## config.mk

```make
export PLATFORM = sky130hd
export DESIGN_NAME = serial_subtractor
export DESIGN_NICKNAME = d
export VERILOG_FILES = /design/src/rtl/serial_sub_pkg.sv /design/src/rtl/serial_subtractor_slice.sv /design/src/rtl/serial_subtractor.sv
export SDC_FILE = /design/constraint.sdc
export NUM_CORES = 1
export LEC_CHECK = 0
export CORE_UTILIZATION = 40
export DETAILED_ROUTE_END_ITERATION = 10
export MAX_ROUTING_LAYER = met4
export PLACE_DENSITY_LB_ADDON = 0.25
export SLEW_MARGIN = 20
export SYNTH_ARGS = -nofsm -noshare
export SYNTH_HDL_FRONTEND = slang
export SYNTH_SLANG_ARGS = --single-unit
```

## constraint.sdc

```tcl
create_clock -name clk -period 1.8 [get_ports clk]
set_clock_uncertainty 0.05 [all_clocks]
set_input_delay 0.45 -clock clk [delete_from_list [all_inputs] [get_ports clk]]
set_output_delay 0.45 -clock clk [all_outputs]
set_load 0.05 [all_outputs]
```

## src/rtl/serial_sub_pkg.sv

```systemverilog
// serial_sub_pkg: shared FSM state type and step/counter sizing helpers for serial_subtractor.
package serial_sub_pkg;

    typedef enum logic [1:0] {IDLE, RUN, DONE} state_t;

    function automatic int steps(input int width, input int digit);
        return width / digit;
    endfunction

    function automatic int cnt_width(input int width, input int digit);
        return $clog2(steps(width, digit)) + 1;
    endfunction

    localparam int CNT_W_DEFAULT = cnt_width(8, 1);

endpackage

```

## src/rtl/serial_subtractor_slice.sv

```systemverilog
// subtract_slice: combinational DIGIT-bit borrow-ripple subtractor, d = x - y - bin.
module subtract_slice #(
    parameter int DIGIT = 1
) (
    input  logic [DIGIT-1:0] x,
    input  logic [DIGIT-1:0] y,
    input  logic             bin,
    output logic [DIGIT-1:0] d,
    output logic             bout
);

    logic [DIGIT:0] t;

    // One spare MSB turns negative into a borrow-out.
    assign t    = {1'b0, x} - {1'b0, y} - {{DIGIT{1'b0}}, bin};
    assign d    = t[DIGIT-1:0];
    assign bout = t[DIGIT];

endmodule

```

## src/rtl/serial_subtractor.sv

```systemverilog
// serial_subtractor: multi-cycle unsigned a-b, DIGIT bits per clock, valid/ready on both sides.
// Define SERIAL_SUB_FLAGS_EN to add registered zero and signed-overflow outputs.
module serial_subtractor
    import serial_sub_pkg::*;
#(
    parameter int WIDTH = 8,
    parameter int DIGIT = 1
) (
    input  logic             clk,
    input  logic             rst_n,
    input  logic             in_valid,
    output logic             in_ready,
    input  logic [WIDTH-1:0] a,
    input  logic [WIDTH-1:0] b,
    output logic             out_valid,
    input  logic             out_ready,
    output logic [WIDTH:0]   diff
`ifdef SERIAL_SUB_FLAGS_EN
    ,
    output logic             zero,
    output logic             ovf
`endif
);

    localparam int STEPS = steps(WIDTH, DIGIT);
    localparam int CW    = cnt_width(WIDTH, DIGIT);

    state_t           state_q, state_d;
    logic [WIDTH-1:0] a_q, a_d, b_q, b_d, res_q, res_d;
    logic             borrow_q, borrow_d;
    logic [CW-1:0]    cnt_q, cnt_d;
    logic [WIDTH:0]   diff_q, diff_d;
    logic [DIGIT-1:0] slice_d;
    logic             slice_bout;
`ifdef SERIAL_SUB_FLAGS_EN
    logic             a_msb_q, a_msb_d, b_msb_q, b_msb_d, zero_q, zero_d, ovf_q, ovf_d;
`endif

    subtract_slice #(.DIGIT(DIGIT)) u_slice (
        .x    (a_q[DIGIT-1:0]),
        .y    (b_q[DIGIT-1:0]),
        .bin  (borrow_q),
        .d    (slice_d),
        .bout (slice_bout)
    );

    always_comb begin
        state_d  = state_q;
        a_d      = a_q;
        b_d      = b_q;
        res_d    = res_q;
        borrow_d = borrow_q;
        cnt_d    = cnt_q;
        diff_d   = diff_q;
`ifdef SERIAL_SUB_FLAGS_EN
        a_msb_d  = a_msb_q;
        b_msb_d  = b_msb_q;
        zero_d   = zero_q;
        ovf_d    = ovf_q;
`endif
        if (state_q == IDLE && in_valid) begin
            state_d  = RUN;
            a_d      = a;
            b_d      = b;
            borrow_d = 1'b0;
            cnt_d    = '0;
`ifdef SERIAL_SUB_FLAGS_EN
            a_msb_d  = a[WIDTH-1];
            b_msb_d  = b[WIDTH-1];
`endif
        end else if (state_q == RUN) begin
            a_d      = a_q >> DIGIT;
            b_d      = b_q >> DIGIT;
            // New digits enter at the top so the last step leaves the result aligned.
            res_d    = WIDTH'({slice_d, res_q} >> DIGIT);
            borrow_d = slice_bout;
            cnt_d    = cnt_q + CW'(1);
            if (cnt_q == CW'(STEPS - 1)) begin
                state_d = DONE;
                diff_d  = {slice_bout, res_d};
`ifdef SERIAL_SUB_FLAGS_EN
                zero_d  = ~|res_d;
                ovf_d   = (a_msb_q ^ b_msb_q) & (res_d[WIDTH-1] ^ a_msb_q);
`endif
            end
        end else if (state_q == DONE && out_ready) begin
            state_d = IDLE;
        end
    end

    always_ff @(posedge clk) begin
        if (!rst_n) begin
            state_q  <= IDLE;
            a_q      <= '0;
            b_q      <= '0;
            res_q    <= '0;
            borrow_q <= 1'b0;
            cnt_q    <= '0;
            diff_q   <= '0;
`ifdef SERIAL_SUB_FLAGS_EN
            a_msb_q  <= 1'b0;
            b_msb_q  <= 1'b0;
            zero_q   <= 1'b0;
            ovf_q    <= 1'b0;
`endif
        end else begin
            state_q  <= state_d;
            a_q      <= a_d;
            b_q      <= b_d;
            res_q    <= res_d;
            borrow_q <= borrow_d;
            cnt_q    <= cnt_d;
            diff_q   <= diff_d;
`ifdef SERIAL_SUB_FLAGS_EN
            a_msb_q  <= a_msb_d;
            b_msb_q  <= b_msb_d;
            zero_q   <= zero_d;
            ovf_q    <= ovf_d;
`endif
        end
    end

    assign in_ready  = state_q == IDLE;
    assign out_valid = state_q == DONE;
    assign diff      = diff_q;
`ifdef SERIAL_SUB_FLAGS_EN
    assign zero      = zero_q;
    assign ovf       = ovf_q;
`endif

endmodule

```

==> flow_summary_export.csv <==
group,metric,value,unit
outcome,outcome,"complete, no violations",
setup_path,endpoint_kind,"output port",
placement,gp_congestion,0.7727,
global_route,grt_use_total,20.10,%
route,drt_iter0_drc,89,
timing,fin_crit,1.685,ns
timing,maxSlewViolCount,0,
route,via_count,1449,
timing,period_share,93.64,%
setup_path,cp.required,1.30,ns
route,antenna_left,0,
route,viasPerCell,5.407,
setup_path,rr_worst_depth,4,
final_layout,n_antenna_cell,0,
synth,synth_fa_ha_area_share,1.959,%
setup_path,reg2reg_from,"state_q[0]$_SDFFE_PN0P_",
setup_path,critPathKind,"reg -> out",
final_layout,final_cell_mix,"dfxtp_1, nand2_1, buf_4, clkdlybuf4s50_1, a21oi_1",
clock_network,ctsRootBufferMaster,"clkbuf_8",
floorplan,pin_count,31,
clock_network,cts_buffers,5,
power,power.density,852.9,mW/mm²
setup_path,cp_data_arrival_time,1.19,ns
clock_network,clk_pin_slew,0.07,ns
floorplan,initial_utilization,41.51,%
floorplan,core_region_area,0.004000,mm²
clock_network,cts_setup_buffers,0,
clock_network,cts_htree_levels,2,
synth,synthCells,184,
run,cap_violations,0,
route,drcViolationCount,0,
setup_path,r2r-end,"a_q[4]$_SDFFE_PN0P_",
synth,syn_avg_cell_area,9.024,µm²
min_path,min_to,"diff[2]$_SDFFE_PN0P_",
floorplan,die_width,66.43,µm
global_route,grt_overflow,0,
clock_network,clock-sinks,39,
floorplan,rows,23,
power,ir_drop,579.2,µV
synth,synth_top_family_by_area,"compound AO/OA/AOI/OAI gates",
placement,port_buffers,30,
synth,synth_mux_area_share,5.426,%
timing,setup-violations-final,0,
global_route,grt_pass1_wl,6361,µm
power,leakagePower,0.7709,nW
synth,ys_seq_area_share,47.02,%
floorplan,die_h,66.43,µm
final_layout,area_growth,28.26,%
synth,yosys.area_share.simple,15.00,%
final_layout,drive_gt1_share,17.89,%
final_layout,final_common_cell,"dfxtp_1",
synth,synth_nets,206,
global_route,antenna_found_initial,0,
floorplan,die_area,0.004412,mm²
min_path,holdPathStages,2,
global_route,grt_pass1_vias,1396,
min_path,hp-start,"diff[2]$_SDFFE_PN0P_",
final_layout,final_area,0.002130,mm²
timing,fmax,593.3,MHz
synth,synth.distinct_cells,31,
timing,timing_hold_violations_final,0,
setup_path,crit_fanout,10,
clock_network,clock_latency,0.29,ns
synth,syn-cell-area,0.001660,mm²
synth,synth_compound_area_share,24.42,%
timing,fin_ws,0.1145,ns
placement,preCtsSetupSlack,-0.02520,ns
final_layout,nFillCells,376,
clock_network,cts_tree,"built",
placement,placedCellCount,261,
synth,synth-xor-area-share,1.055,%
placement,place_area,0.002039,mm²
final_layout,finalNonFillerCells,268,
global_route,grt_max_degree,19,
route,wire_per_inst,14.32,µm
timing,worst_slew_pin_slew,0.4832,ns
placement,place_hpwl,2709,µm
final_layout,finalNetCount,240,
synth,yosys_warnings,0,
timing,rsz0062_at_grt,"no",
setup_path,critPathLaunchType,"register",
min_path,min_path_type,"reg -> reg",
route,drt_first_pass_iters,4,
timing,slew_headroom,67.75,%
synth,ys_seq_elements,39,
route,wl,3837,µm
setup_path,r2r_slack,0.28,ns
clock_network,clock_path_buffers,2,
[synthesized netlist by cell type (all sizes together)]
library cell / n / area [µm²]
nand2: 35 / 131.4
nor2: 4 / 15.01
o221ai: 11 / 96.34
nand3b: 1 / 11.26
or3b: 2 / 17.52
nand3: 2 / 10.01
a21oi: 18 / 90.09
o21ba: 2 / 20.02
inv: 3 / 11.26
ha: 1 / 12.51
o22ai: 12 / 75.07
nor2b: 2 / 12.51
buf: 10 / 55.05
dfxtp: 39 / 780.8
nand2b: 4 / 25.02
or3: 1 / 6.260
nor3b: 1 / 12.51
xnor2: 1 / 8.760
fa: 1 / 20.02
xor2: 1 / 8.760
a32oi: 2 / 17.52
mux2i: 9 / 90.09
o21bai: 1 / 7.510
a21boi: 6 / 45.04
o211a: 1 / 10.01
and2b: 1 / 7.510
o21ai: 8 / 43.79
clkbuf: 5 / 18.77
[state kept, by name, summed over array words and instances (netlist names)]
signal    flops
res_q         7
a_q           8
b_q           8
state_q       2
borrow_q      1
diff          9
cnt_q         4
[cells by family (layout without fill, tap and decap cells)]
kind of cell,count (synthesis),in the layout
XOR/XNOR,2,2
AND/OR/NAND/NOR,53,53
flip-flops,39,39
adder cells (fa/ha/maj),2,2
multiplexers,9,9
buffers and inverters,18,52
AO/OA/AOI/OAI,61,61
[per-layer routing]
metal | vias up | track usage [%] | routed length, µm | share of wire (%)
li1 | 722 | - | - | -
met5 | - | - | 0 | 0
met4 | 0 | 9.043 | 72 | 1.9
met2 | 24 | 32.91 | 1845 | 48
met3 | 10 | 4.483 | 131 | 3.4
met1 | 693 | 23.44 | 1787 | 47
[area by class of cell]
class / instances / area, µm² / area share, %
Tap cell: 50 / 62.56 / 2.938
Timing Repair Buffer: 42 / 387.9 / 18.21
Clock inverter: 1 / 5.005 / 0.2350
Multi-Input combinational cell: 127 / 799.5 / 37.54
Inverter: 3 / 11.26 / 0.5288
Sequential cell: 39 / 780.7 / 36.66
Clock buffer: 6 / 82.58 / 3.878
[how the worst max path moves through the flow]
stage	endpoint	cells past startpoint	startpoint	slack, ns
floorplan	in_ready	2	state_q[0]$_SDFFE_PN0P_	0.09
global placement	a_q[0]$_SDFFE_PN0P_	4	in_valid	0.004
detailed placement	a_q[1]$_SDFFE_PN0P_	4	in_valid	-0.03
CTS	in_ready	2	state_q[0]$_SDFFE_PN0P_	0.03
global route	out_valid	3	state_q[1]$_SDFFE_PP0P_	0.03
finish	out_valid	3	state_q[1]$_SDFFE_PP0P_	0.11
[report_power, final]
part           switching [mW]  internal [mW]  total [mW]
Clock                   0.293          0.300       0.593
Combinational           0.133          0.133       0.265
Sequential             0.0451          0.913       0.958
Total                   0.471           1.35        1.82
[per-stage QoR]
step / setup TNS, ns / hold slack [ns] / utilization, % / total power [mW]
finish: 0 / 0.4136 / 53.24 / 1.816
global route: 0 / 0.4328 / 53.24 / 1.900
global placement: 0 / 0.3937 / 50.99 / 1.227
CTS: 0 / 0.4169 / 53.17 / 1.827
detailed placement: -0.04344 / 0.4064 / 50.99 / 1.240
floorplan: 0 / 0.3883 / - / 1.130
[worst max-delay path, stage by stage (launching register included)]
cell and delay (ns):
dfxtp_1 0.49, inv_1 0.11, nor2_2 0.14, buf_12 0.15
[what timing repair did]
action                     CTS  global route
setup endpoints to repair    0             1
hold buffers                 0             0
resized for setup            0             1
(Power assumes the default switching activity.)
